===== config.mk =====
export PLATFORM = sky130hd
export DESIGN_NAME = icap_multiboot_ctrl
export DESIGN_NICKNAME = d
export VERILOG_FILES = /design/src/rtl/icap_multiboot_ctrl.sv
export SDC_FILE = /design/constraint.sdc
export NUM_CORES = 1
export LEC_CHECK = 0
export CORE_MARGIN = 4
export CORE_UTILIZATION = 50
export DETAILED_ROUTE_END_ITERATION = 8
export DONT_BUFFER_PORTS = 1
export PLACE_DENSITY = 0.7
export SYNTH_ARGS = -nofsm -noshare
export SYNTH_HDL_FRONTEND = slang
export SYNTH_SLANG_ARGS = --single-unit

===== constraint.sdc =====
create_clock -name clock -period 3.6 [get_ports clock]
set_input_delay 0.54 -clock clock [delete_from_list [all_inputs] [get_ports clock]]
set_output_delay 0.54 -clock clock [all_outputs]
set_load 0.05 [all_outputs]

===== src/rtl/icap_multiboot_ctrl.sv =====
// Spartan-6 MultiBoot controller: streams the ICAP reboot sequence that loads
// GENERAL_1/GENERAL_2 with the selected slot's SPI address, then issues IPROG.
module icap_multiboot_ctrl #(
    parameter int          NUM_SLOTS     = 4,
    parameter int          SLOT_W        = 2,
    parameter logic [31:0] BASE_ADDR     = 32'h0305_4000,
    parameter logic [31:0] SLOT_STRIDE   = 32'h0005_4000,
    parameter logic [31:0] LOADER_ADDR   = 32'h0300_0000,
    parameter int          CLK_DIV       = 4,
    parameter int          STARTUP_TICKS = 65536
) (
    input  logic              clock,
    input  logic              reset,
    input  logic              req,
    input  logic [SLOT_W-1:0] slot,
    output logic              busy,
    output logic              done,
    output logic              err,
    output logic              icap_clk,
    output logic              icap_ce,
    output logic              icap_wr,
    output logic [15:0]       icap_din
);
    localparam int DIV_W = (CLK_DIV > 2) ? $clog2(CLK_DIV) : 1;
    localparam int CNT_W = $clog2(STARTUP_TICKS + 1);
    localparam logic [3:0] LAST_IDX = 4'd13;

    typedef enum logic [1:0] {ST_STARTUP, ST_IDLE, ST_SEND} state_t;

    state_t             state_q, state_d;
    logic [DIV_W-1:0]   div_q, div_d;
    logic [CNT_W-1:0]   cnt_q, cnt_d;
    logic [3:0]         idx_q, idx_d;
    logic [31:0]        addr_q, addr_d;
    logic               err_q, err_d;
    logic               busy_q, busy_d;
    logic               done_q, done_d;
    logic               clk_q, clk_d;
    logic               ce_q, ce_d;
    logic               wr_q, wr_d;
    logic [15:0]        din_q, din_d;
    logic               tick;
    logic [31:0]        slot_ext;

    function automatic logic [15:0] byte_rev(input logic [15:0] w);
        logic [15:0] r;
        for (int i = 0; i < 8; i++) begin
            r[i]     = w[7-i];
            r[8+i]   = w[15-i];
        end
        return r;
    endfunction

    // Dummy, sync, GENERAL_1, GENERAL_2, CMD=IPROG, then NOOP padding.
    function automatic logic [15:0] seq_word(input logic [3:0] i, input logic [31:0] a);
        case (i)
            4'd0:    return 16'hFFFF;
            4'd1:    return 16'hAA99;
            4'd2:    return 16'h5566;
            4'd3:    return 16'h3261;
            4'd4:    return a[15:0];
            4'd5:    return 16'h3281;
            4'd6:    return a[31:16];
            4'd7:    return 16'h30A1;
            4'd8:    return 16'h000E;
            default: return 16'h2000;
        endcase
    endfunction

    assign tick     = (div_q == '0);
    assign slot_ext = {{(32-SLOT_W){1'b0}}, slot};

    always_comb begin
        state_d = state_q;
        div_d   = (div_q == DIV_W'(CLK_DIV - 1)) ? '0 : div_q + 1'b1;
        cnt_d   = cnt_q;
        idx_d   = idx_q;
        addr_d  = addr_q;
        err_d   = err_q;
        busy_d  = busy_q;
        done_d  = 1'b0;
        clk_d   = (div_d >= DIV_W'(CLK_DIV / 2));
        ce_d    = ce_q;
        wr_d    = wr_q;
        din_d   = din_q;
        case (state_q)
            ST_STARTUP: begin
                if (tick) begin
                    if (cnt_q == CNT_W'(STARTUP_TICKS - 1)) begin
                        state_d = ST_IDLE;
                        busy_d  = 1'b0;
                        cnt_d   = '0;
                    end else begin
                        cnt_d = cnt_q + 1'b1;
                    end
                end
            end
            ST_IDLE: begin
                if (req) begin
                    if (slot_ext < 32'(NUM_SLOTS)) begin
                        addr_d = BASE_ADDR + slot_ext * SLOT_STRIDE;
                        err_d  = 1'b0;
                    end else begin
                        addr_d = LOADER_ADDR;
                        err_d  = 1'b1;
                    end
                    busy_d  = 1'b1;
                    idx_d   = '0;
                    state_d = ST_SEND;
                end
            end
            ST_SEND: begin
                // idx 13 means word 12 has now been held for a full ICAP period.
                if (tick) begin
                    if (idx_q == LAST_IDX) begin
                        ce_d    = 1'b1;
                        wr_d    = 1'b1;
                        din_d   = 16'hFFFF;
                        done_d  = 1'b1;
                        busy_d  = 1'b0;
                        state_d = ST_IDLE;
                    end else begin
                        ce_d  = 1'b0;
                        wr_d  = 1'b0;
                        din_d = byte_rev(seq_word(idx_q, addr_q));
                        idx_d = idx_q + 1'b1;
                    end
                end
            end
            default: state_d = ST_STARTUP;
        endcase
    end

    always_ff @(posedge clock) begin
        if (reset) begin
            state_q <= ST_STARTUP;
            div_q   <= '0;
            cnt_q   <= '0;
            idx_q   <= '0;
            err_q   <= 1'b0;
            busy_q  <= 1'b1;
            done_q  <= 1'b0;
            clk_q   <= 1'b0;
            ce_q    <= 1'b1;
            wr_q    <= 1'b1;
            din_q   <= 16'hFFFF;
        end else begin
            state_q <= state_d;
            div_q   <= div_d;
            cnt_q   <= cnt_d;
            idx_q   <= idx_d;
            err_q   <= err_d;
            busy_q  <= busy_d;
            done_q  <= done_d;
            clk_q   <= clk_d;
            ce_q    <= ce_d;
            wr_q    <= wr_d;
            din_q   <= din_d;
        end
    end

    always_ff @(posedge clock) begin
        addr_q <= addr_d;
    end

    assign busy     = busy_q;
    assign done     = done_q;
    assign err      = err_q;
    assign icap_clk = clk_q;
    assign icap_ce  = ce_q;
    assign icap_wr  = wr_q;
    assign icap_din = din_q;

endmodule

== After elaboration in Yosys (flattened, before gate mapping) ==
Index checks and enable logic that the tools add are counted.

* Bits in registers: 78
* Input bits: 5
* Output and inout port bits: 22
* Logic and storage cells: 73

* Multiplexer cells: 22
* Add/subtract/negate cells: 4
* Magnitude comparators: 2
* Bitwise operators: 2
* Multipliers: 1
* Equal/unequal tests: 19
* Reductions and logical operators: 12

{| class="wikitable"
|+ Operators with widths
! operator !! count
|-
| 16-bit case mux with 9 select lines || 1
|-
| 26-bit by 21-bit adder with 27-bit output, first input constant || 1
|-
| 17-bit by 1-bit adder with 17-bit output, second input constant || 1
|-
| 17-bit by 16-bit == test with 1-bit output, second input constant || 1
|-
| 17-bit 2-to-1 mux || 1
|-
| 4-bit by 3-bit == test with 1-bit output, second input constant || 4
|-
| 16-bit 2-to-1 mux || 1
|-
| 2-bit 2-to-1 mux || 6
|-
| 4-bit 2-to-1 mux || 3
|-
| 2-bit inequality test, second input constant || 6
|-
| 4-bit by 2-bit == test with 1-bit output, second input constant || 2
|-
| 4-bit == test, second input constant || 2
|-
| 4-bit case mux with 2 select lines || 1
|-
| 2-bit by 5-bit multiplier with 7-bit output, second input constant || 1
|-
| 1-bit 2-to-1 mux || 7
|-
| 2-bit case mux with 3 select lines || 1
|-
| 2-bit AND reduction || 3
|-
| 6-bit AND reduction || 1
|-
| 5-bit AND reduction || 1
|-
| 4-bit by 1-bit adder with 4-bit output, second input constant || 1
|-
| 2-bit == test, second input constant || 2
|-
| 4-bit by 1-bit == test with 1-bit output, second input constant || 1
|-
| 2-bit logical NOT || 2
|-
| 4-bit logical NOT || 1
|-
| other kinds (10) || 11
|}

== Depth between registers and ports, before layout ==
Gate-level depths: netlist of run 1.

* Depth in word-level cells: 4
* Mapped depth: 7
* Mapped depth without buffers: 6

== Worst setup path before layout of run 1 ==
No wires, ideal clock.

* Path kind: reg-to-reg
* From: register div_q[1]
* To: register cnt_q[14]
* Path buffers: 1
* Stages on the path, launching flop included: 8
* Clock period less this slack: 2177 ps
* Arrival time: 2106 ps
* Data required time: 3529 ps
* Setup time: 71 ps
* Slack: 1423 ps
* Cells stage by stage: dfxtp_1 inv_1 ha_1 or3b_1 or4_1 clkbuf_2 or3_1 a21oi_1

* Word-level cells in the longest chain between the ends: 2

{| class="wikitable"
|+ RTL lines
! element !! line !! source
|-
| start: declaration || 31 || <nowiki>logic [DIV_W-1:0] div_q, div_d;</nowiki>
|-
| start signal: assignment || 149 || <nowiki>div_q <= div_d;</nowiki>
|-
| 2-bit logical NOT || 70 || <nowiki>assign tick = (div_q == '0);</nowiki>
|-
| 2-bit AND reduction (no line) || n/a ||
|-
| end signal: assignment || 150 || <nowiki>cnt_q <= cnt_d;</nowiki>
|-
| end: declaration || 32 || <nowiki>logic [CNT_W-1:0] cnt_q, cnt_d;</nowiki>
|}

No other way between the ends.
A chain may end at the register's enable or synchronous reset.

== Worst setup path in the final report of run 1 ==
* From: register div_q[1]
* To: register cnt_q[3]

Same word-level chain as after synthesis.

==> results of run 1 <==
power by group through the flow:
| stage | combinational (W) | sequential (W) | clock, W |
|---|---|---|---|
| global placement | 0.0000367 | 0.000571 | 0 |
| global route | 0.0000446 | 0.000560 | 0.000411 |
| detailed placement | 0.0000381 | 0.000571 | 0 |
| finish | 0.0000379 | 0.000558 | 0.000382 |
| floorplan | 0.0000363 | 0.000569 | 0 |
| CTS | 0.0000386 | 0.000558 | 0.000393 |
kinds of logic (layout without fill, tap and decap cells):
group / count (synthesis) / in the layout / share of synthesized area
AO/OA/AOI/OAI: 54 / 54 / 0.154
multiplexers: 3 / 3 / 0.0133
adder cells (fa/ha/maj): 9 / 9 / 0.0499
flip-flops: 48 / 48 / 0.443
other: 1 / 1 / 0.00166
XOR/XNOR: 11 / 11 / 0.0427
buffers and inverters: 30 / 22 / 0.0538
AND/OR/NAND/NOR: 104 / 104 / 0.242
state kept, by name, summed over array words and instances, names as in the netlist:
register	count
div_q	2
icap_din	16
icap_wr	1
cnt_q	17
idx_q	4
addr_q	4
state_q	2
done	1
busy	1
placed cells by master, fill, tap and decap left out, types with 5 or more instances in the layout:
| master | netlist | layout |
|---|---|---|
| nor3_1 | 8 | 8 |
| a211o_1 | 5 | 5 |
| a21oi_1 | 18 | 18 |
| nand3b_1 | 6 | 6 |
| nor4_1 | 11 | 11 |
| nand4_1 | 6 | 6 |
| nor2_1 | 24 | 24 |
| o21ai_0 | 13 | 13 |
| clkbuf_8 | 0 | 5 |
| inv_1 | 13 | 13 |
| nand3_1 | 14 | 14 |
| ha_1 | 9 | 9 |
| dfxtp_1 | 44 | 44 |
| xnor2_1 | 7 | 7 |
| nand2_1 | 17 | 17 |
metal layers:
| metal | part of all wire | wire, µm |
|---|---|---|
| met1 | 0.49 | 2190 |
| met2 | 0.43 | 1910 |
| met3 | 0.064 | 284 |
| met4 | 0.018 | 81 |
| met5 | 0 | 0 |
worst register-to-register path, stage by stage (launching register included):
cell	delay, ps
dfxtp_1	490
inv_1	130
ha_1	210
or3b_1	520
or4_1	590
o21bai_2	380
nor2_1	90
final cells by class:
type	instances	area [µm²]
Fill cell	412	1990
Multi-Input combinational cell	182	1130
Sequential cell	48	1000
Clock buffer	6	72.6
Tap cell	52	65.1
Inverter	13	48.8
Clock inverter	2	35.0
Timing Repair Buffer	1	7.51
path summary, 6_finish.rpt:
| kind | startpoint | end | slack, ps |
|---|---|---|---|
| worst min-delay path | reset | idx_q[0]$_SDFFE_PP0P_ | 300 |
| worst min register to register | div_q[0]$_SDFF_PP0_ | div_q[0]$_SDFF_PP0_ | 450 |
| worst max register to register | div_q[1]$_SDFF_PP0_ | cnt_q[3]$_SDFFE_PP0P_ | 1080 |
| worst max-delay path | div_q[1]$_SDFF_PP0_ | cnt_q[3]$_SDFFE_PP0P_ | 1080 |
stage by stage:
stage	hold slack, ps	area (µm²)	setup slack (ps)	util
floorplan	423	2260	1420	-
global placement	436	2260	1130	0.518
detailed placement	444	2260	1070	0.518
CTS	286	2360	1060	0.543
global route	283	2360	896	0.543
finish	300	2360	1080	0.543
==> results.py, run 1 <==
metrics = {
    "outcome": {
        "status": "complete, no violations",
    },
    "grt": {
        "grt_pass1_vias": 1593,
        "antenna_found_initial": 0,
        "gr-usage-met1": 0.245,
        "grt_max_degree": 33,
        "grt.busiest_layer": "met2",
        "grt_first_pass_wirelength_um": 7450,
        "use_met2": 0.248,
        "use_met3": 0.0414,
        "track_usage": 0.173,
        "grt-ovfl-total": 0,
    },
    "setup_path": {
        "crit_type": "register to register",
        "path_delay_family": "simple AND/OR/NAND/NOR gates",
        "worstSetupEndpointType": "register",
        "ff2ff_path_depth": 6,
        "required_ps": 3780,
        "cp.depth": 6,
        "critPathLaunchType": "register",
        "slowest_delay_ps": 580,
        "cp_slowest_cell": "or4_1",
        "cp.arrival_ps": 2700,
        "crit_path_cell_trace": "inv_1 > ha_1 > or3b_1 > or4_1 > o21bai_2 > nor2_1",
        "critical_path_buf_inv_count": 1,
        "cp_max_fo": 12,
    },
    "power": {
        "p_per_area_nw_per_um2": 413,
        "vdd_drop_max_uv": 282,
        "p_clk_frac": 0.390,
        "p_leak_nw": 0.848,
        "p_seq_frac": 0.571,
        "switching_share": 0.218,
        "intPower_w": 0.000765,
        "p_sw_w": 0.000213,
        "combPwrFrac": 0.039,
        "total_power_w": 0.000978,
    },
    "placement": {
        "io_buffers": 0,
        "hpwl_um": 3010,
        "place.gp.congestion": 0.773,
        "dp.cells": 296,
    },
    "cts": {
        "hold_buffers": 0,
        "cts_sinks": 48,
        "post_cts_resized": 0,
        "post-cts-setup-buffers": 0,
        "cts_max_level": 2,
        "cts_buffers": 5,
        "root_buffer": "clkbuf_8",
        "ctsLongestPathBuffers": 2,
        "clkTransAtPathRegs_ps": 90,
        "clock_latency_ps": 300,
        "cts_tree": "built",
    },
    "yosys": {
        "netlist_instances": 260,
        "syn_nets": 274,
        "yosysWarnings": 0,
        "yosysUniqueCellTypes": 42,
        "syn_area_per_cell_um2": 8.68,
        "synthArstFlopShare": 0,
        "synth_top_area_share": 0.390,
        "synth_area_leaders": "dfxtp_1 39%, edfxtp_1 5.3%, ha_1 5.0%, a21oi_1 4.0%, nor2_1 4.0%",
        "yosysSeqAreaShare": 0.443,
        "yosys-top-cells-count": "44 x dfxtp_1, 24 x nor2_1, 18 x a21oi_1",
        "synth_most_common_cell": "dfxtp_1",
        "synth-main-ff-cell": "dfxtp_1",
        "ys_seq_elements": 48,
        "synth_area_um2": 2260,
        "yosys.area.top_type": "dfxtp_1",
        "synth-edff-count": 4,
    },
    "hold_path": {
        "whs_path_depth": 1,
        "min_path_type": "input port to register",
    },
    "timing": {
        "fmax_ghz": 0.397,
        "maxSlewHeadroom": 0.360,
        "tightestPinTransition_ps": 959,
        "finalHoldViolCount": 0,
        "skew_ps": 9.12,
        "finalCritPeriodShare": 0.700,
        "finalCriticalPeriod_ps": 2520,
        "maxSlewViolCount": 0,
        "setup_violations": 0,
        "fin_setup_tns_ps": 0,
        "rsz0062_at_grt": "false",
    },
    "drt": {
        "avgViaCountPerCell": 5.81,
        "drt_iter0_drc": 122,
        "ant_nets": 0,
        "vias": 1767,
        "dr.pass1.iters": 4,
        "drc_errors": 0,
        "routed_wl_um": 4460,
        "wl_per_cell_um": 14.7,
    },
    "floorplanning": {
        "start_util": 0.518,
        "fp.dieH_um": 75.2,
        "core_um2": 4350,
        "fp.dieW_um": 75.2,
        "placementRows": 24,
        "die_area_um2": 5650,
        "io_pins": 27,
    },
    "layout": {
        "drive_gt1_frac": 0.0437,
        "antennaDiodeCount": 0,
        "nets": 265,
        "syn_to_final_growth_pct": 4.77,
        "finalNonFillerCells": 304,
    },
    "job": {
        "cap_violations": 0,
    },
}
Note: power is estimated with default switching activity, not from simulation.
==> inputs of run 2 (changes only) <==
Clock period 3.6 ns to 2.4 ns, I/O delays scaled along.
==> run 2 against run 1 <==
Clock power grew 47%. Critical path type unchanged. Setup slack lost 720 ps. Largest cell class unchanged. Via count grew 0.11%.
==> results.py, run 2 (synthesis gave the netlist of run 1 again) <==
metrics = {
    "floorplanning": {
        "start_util": 0.518,
        "placementRows": 24,
        "fp.dieW_um": 75.2,
        "io_pins": 27,
        "core_um2": 4350,
        "die_area_um2": 5650,
        "fp.dieH_um": 75.2,
    },
    "drt": {
        "drc_errors": 0,
        "routed_wl_um": 4280,
        "drt_iter0_drc": 132,
        "avgViaCountPerCell": 5.71,
        "wl_per_cell_um": 13.8,
        "ant_nets": 0,
        "dr.pass1.iters": 4,
        "vias": 1769,
    },
    "hold_path": {
        "min_path_type": "input port to register",
    },
    "placement": {
        "io_buffers": 0,
        "place.gp.congestion": 0.789,
        "hpwl_um": 2970,
        "dp.cells": 302,
        "dpl_worst_slack_ps": 351,
    },
    "power": {
        "vdd_drop_max_uv": 344,
        "p_per_area_nw_per_um2": 609,
        "p_leak_nw": 0.874,
    },
    "cts": {
        "cts_tree": "built",
        "ctsLongestPathBuffers": 2,
        "post-cts-setup-buffers": 0,
        "cts_sinks": 48,
        "clock_latency_ps": 300,
        "hold_buffers": 0,
        "post_cts_resized": 0,
        "cts_max_level": 2,
        "clkTransAtPathRegs_ps": 80,
        "root_buffer": "clkbuf_8",
        "cts_buffers": 5,
    },
    "grt": {
        "grt_max_degree": 33,
        "track_usage": 0.169,
        "grt-ovfl-total": 0,
        "antenna_found_initial": 0,
        "grt_pass1_vias": 1598,
        "grt_first_pass_wirelength_um": 7420,
    },
    "layout": {
        "antennaDiodeCount": 0,
        "fin_util": 0.553,
        "fill_cells": 409,
        "largest_reg_flops": 17,
        "largest_register": "cnt_q",
        "drive_gt1_frac": 0.0620,
        "nets": 271,
        "layout_commonest_cell": "dfxtp_1",
        "syn_to_final_growth_pct": 6.71,
        "finalNonFillerCells": 310,
        "final_cell_mix": "44 x dfxtp_1, 24 x nor2_1, 18 x a21oi_1",
    },
    "timing": {
        "finalHoldViolCount": 0,
        "maxSlewViolCount": 0,
        "finalCritPeriodShare": 0.849,
        "skew_ps": 7.49,
        "fmax_ghz": 0.491,
        "maxSlewHeadroom": 0.489,
        "rsz0062_at_grt": "false",
        "tightestPinTransition_ps": 759,
        "fin_setup_tns_ps": 0,
        "finalCriticalPeriod_ps": 2040,
        "setup_slack_ps": 363,
        "setup_violations": 0,
    },
    "setup_path": {
        "cp_max_fo": 9,
        "slowest_delay_ps": 530,
        "path_delay_family": "simple AND/OR/NAND/NOR gates",
        "critical_path_buf_inv_count": 1,
        "required_ps": 2580,
        "cp_slowest_cell": "or4_1",
        "cp.arrival_ps": 2210,
        "worstSetupEndpointType": "register",
        "critPathLaunchType": "register",
        "crit_path_cell_trace": "inv_1 > ha_1 > or3b_1 > or4_1 > o21bai_2 > nor2_1",
        "crit_type": "register to register",
    },
    "job": {
        "cap_violations": 0,
    },
    "outcome": {
        "status": "complete, no violations",
    },
}
run 2: metal layers:
layer / vias up / global-route usage / share of wire
met5: - / 0 / 0
met4: 0 / 0.0718 / 0.018
met3: 8 / 0.0467 / 0.060
met2: 40 / 0.244 / 0.42
met1: 796 / 0.238 / 0.50
li1: 925 / - / -
run 2: metrics by stage:
step	total power (W)	hold slack, ps	area (µm²)
4_1_cts	0.00149	109	2410
3_5_place_dp	0.000926	434	2300
2_1_floorplan	0.000908	423	2260
3_3_place_gp	0.000923	428	2300
6_report	0.00147	124	2410
5_1_grt	0.00153	107	2410
run 2: cell type report:
cell class | count | area [µm²] | share of cell area
Sequential cell | 48 | 1000 | 0.416
Tap cell | 52 | 65.1 | 0.0270
Multi-Input combinational cell | 182 | 1130 | 0.471
Clock inverter | 3 | 37.5 | 0.0156
Inverter | 13 | 48.8 | 0.0203
Timing Repair Buffer | 7 | 52.6 | 0.0218
Clock buffer | 5 | 68.8 | 0.0286
run 2: power breakdown:
| group | switching, W | leakage (nW) | internal, W | total (W) |
|---|---|---|---|---|
| logic | 0.0000486 | 0.429 | 0.0000303 | 0.0000789 |
| clock network | 0.000257 | 0.0532 | 0.000303 | 0.000561 |
| registers | 0.0000103 | 0.392 | 0.000818 | 0.000828 |
run 2: worst paths after layout:
kind | startpoint | endpoint | slack [ps] | depth (start not counted)
setup / recovery | div_q[1]$_SDFF_PP0_ | cnt_q[3]$_SDFFE_PP0P_ | 360 | 6
hold reg to reg | div_q[0]$_SDFF_PP0_ | div_q[0]$_SDFF_PP0_ | 440 | 1
hold / removal | reset | cnt_q[8]$_SDFFE_PP0P_ | 120 | 1
setup reg to reg | div_q[1]$_SDFF_PP0_ | cnt_q[3]$_SDFFE_PP0P_ | 360 | 6
==> inputs of run 3 (changes only) <==
Clock period 2.4 ns to 2 ns, I/O delays scaled along.
==> run 3 against run 2 <==
Global-route usage up 1.9 points. First-iteration DRC count down 18%. Design area up 3.1%. Largest power group unchanged.
==> results.py, run 3 (synthesis gave the netlist of run 1 again) <==
metrics = {
    "outcome": {
        "status": "complete, no violations",
    },
    "layout": {
        "drive_gt1_frac": 0.119,
        "layout_commonest_cell": "dfxtp_1",
        "fill_cells": 386,
        "multi_input_area_um2": 1150,
        "fin_util": 0.570,
        "syn_to_final_growth_pct": 10.0,
        "antennaDiodeCount": 0,
        "final_cell_mix": "43 x dfxtp_1, 24 x nor2_1, 18 x a21oi_1",
        "seq_area_um2": 1000,
        "largest_register": "cnt_q",
        "largest_reg_flops": 17,
        "nets": 281,
    },
    "floorplanning": {
        "die_area_um2": 5650,
        "start_util": 0.518,
        "core_um2": 4350,
        "fp.dieW_um": 75.2,
        "placementRows": 24,
        "fp.dieH_um": 75.2,
        "io_pins": 27,
    },
    "timing": {
        "finalHoldViolCount": 0,
        "fin_setup_tns_ps": 0,
        "maxSlewViolCount": 0,
        "setup_slack_ps": 107,
        "maxSlewHeadroom": 0.635,
        "finalCriticalPeriod_ps": 1890,
        "skew_ps": 10.3,
        "fmax_ghz": 0.528,
        "setup_violations": 0,
        "finalCritPeriodShare": 0.947,
        "tightestPinTransition_ps": 546,
    },
    "hold_path": {
        "min_path_type": "input port to register",
    },
    "setup_path": {
        "required_ps": 2240,
        "cp_slowest_cell": "or4_4",
        "crit_type": "register to register",
        "slowest_delay_ps": 440,
        "critPathLaunchType": "register",
        "cp_max_fo": 3,
        "worstSetupEndpointType": "register",
        "crit_path_cell_trace": "inv_1 > ha_2 > or3b_4 > or4_4 > or3_1 > a21oi_1",
        "cp.arrival_ps": 2130,
    },
    "cts": {
        "clkTransAtPathRegs_ps": 90,
        "root_buffer": "clkbuf_8",
        "ctsLongestPathBuffers": 2,
        "post-cts-setup-buffers": 0,
        "clock_latency_ps": 300,
        "cts_sinks": 48,
        "cts_buffers": 5,
        "cts_tree": "built",
        "cts_max_level": 2,
    },
    "power": {
        "p_leak_nw": 0.913,
        "p_per_area_nw_per_um2": 670,
        "vdd_drop_max_uv": 443,
    },
    "grt": {
        "grt_pass1_vias": 1693,
        "grt_first_pass_wirelength_um": 8110,
        "track_usage": 0.188,
        "antenna_found_initial": 0,
        "grt-ovfl-total": 0,
        "grt_max_degree": 33,
    },
    "placement": {
        "place.gp.congestion": 0.847,
        "io_buffers": 0,
        "hpwl_um": 3300,
        "dpl_worst_slack_ps": 112,
    },
    "drt": {
        "ant_nets": 0,
        "vias": 1825,
        "wl_per_cell_um": 14.4,
        "routed_wl_um": 4620,
        "drc_errors": 0,
        "drt_iter0_drc": 108,
        "avgViaCountPerCell": 5.70,
        "dr.pass1.iters": 4,
    },
    "job": {
        "cap_violations": 0,
    },
}
-- run 3: routing by layer --
metal	global-route usage	up-vias	wire length, µm
met4	0.0738	0	82
met3	0.0614	8	276
met5	0	-	0
met1	0.267	832	2270
li1	-	938	-
met2	0.263	47	1990
-- run 3: worst paths after layout --
check	depth (start not counted)	slack (ps)	to	start
min	1	60	state_q[1]$_SDFFE_PP0P_	reset
max reg2reg	6	110	cnt_q[14]$_SDFFE_PP0P_	div_q[1]$_SDFF_PP0_
min reg2reg	2	440	icap_wr$_SDFFE_PP1P_	icap_wr$_SDFFE_PP1P_
max	6	110	cnt_q[14]$_SDFFE_PP0P_	div_q[1]$_SDFF_PP0_
-- run 3: power by group --
group          internal [W]  total, W  switching, W
clock              0.000246  0.000557      0.000311
combinational     0.0000483  0.000113     0.0000644
sequential         0.000982  0.000995     0.0000135
total               0.00128   0.00166      0.000389
-- run 3: repair_timing --
item	in CTS	in global routing
resized for setup	0	5
hold buffers	0	0
endpoints found under the setup margin	0	6
-- run 3: layout make-up --
cell class / instances / share of cell area
Inverter: 13 / 0.0196
Clock buffer: 7 / 0.0307
Tap cell: 52 / 0.0262
Sequential cell: 48 / 0.405
Timing Repair Buffer: 17 / 0.0529
Multi-Input combinational cell: 182 / 0.464
Clock inverter: 1 / 0.00202
-- run 3: worst max-delay path: cells and delay by family (launching register included) --
family          cells  cell delay, ps
simple gates        3            1140
flops               1             340
fa+ha+maj           1             160
compound gates      1             140
buf+inv             1              50
-- run 3: through the flow --
step	instances	hold WS, ps	area, µm²	power [W]
global route	320	38.5	2480	0.00174
detailed placement	312	369	2380	0.00112
floorplan	260	423	2260	0.00109
CTS	320	44.9	2460	0.00168
global placement	312	368	2380	0.00112
finish	320	57.0	2480	0.00166
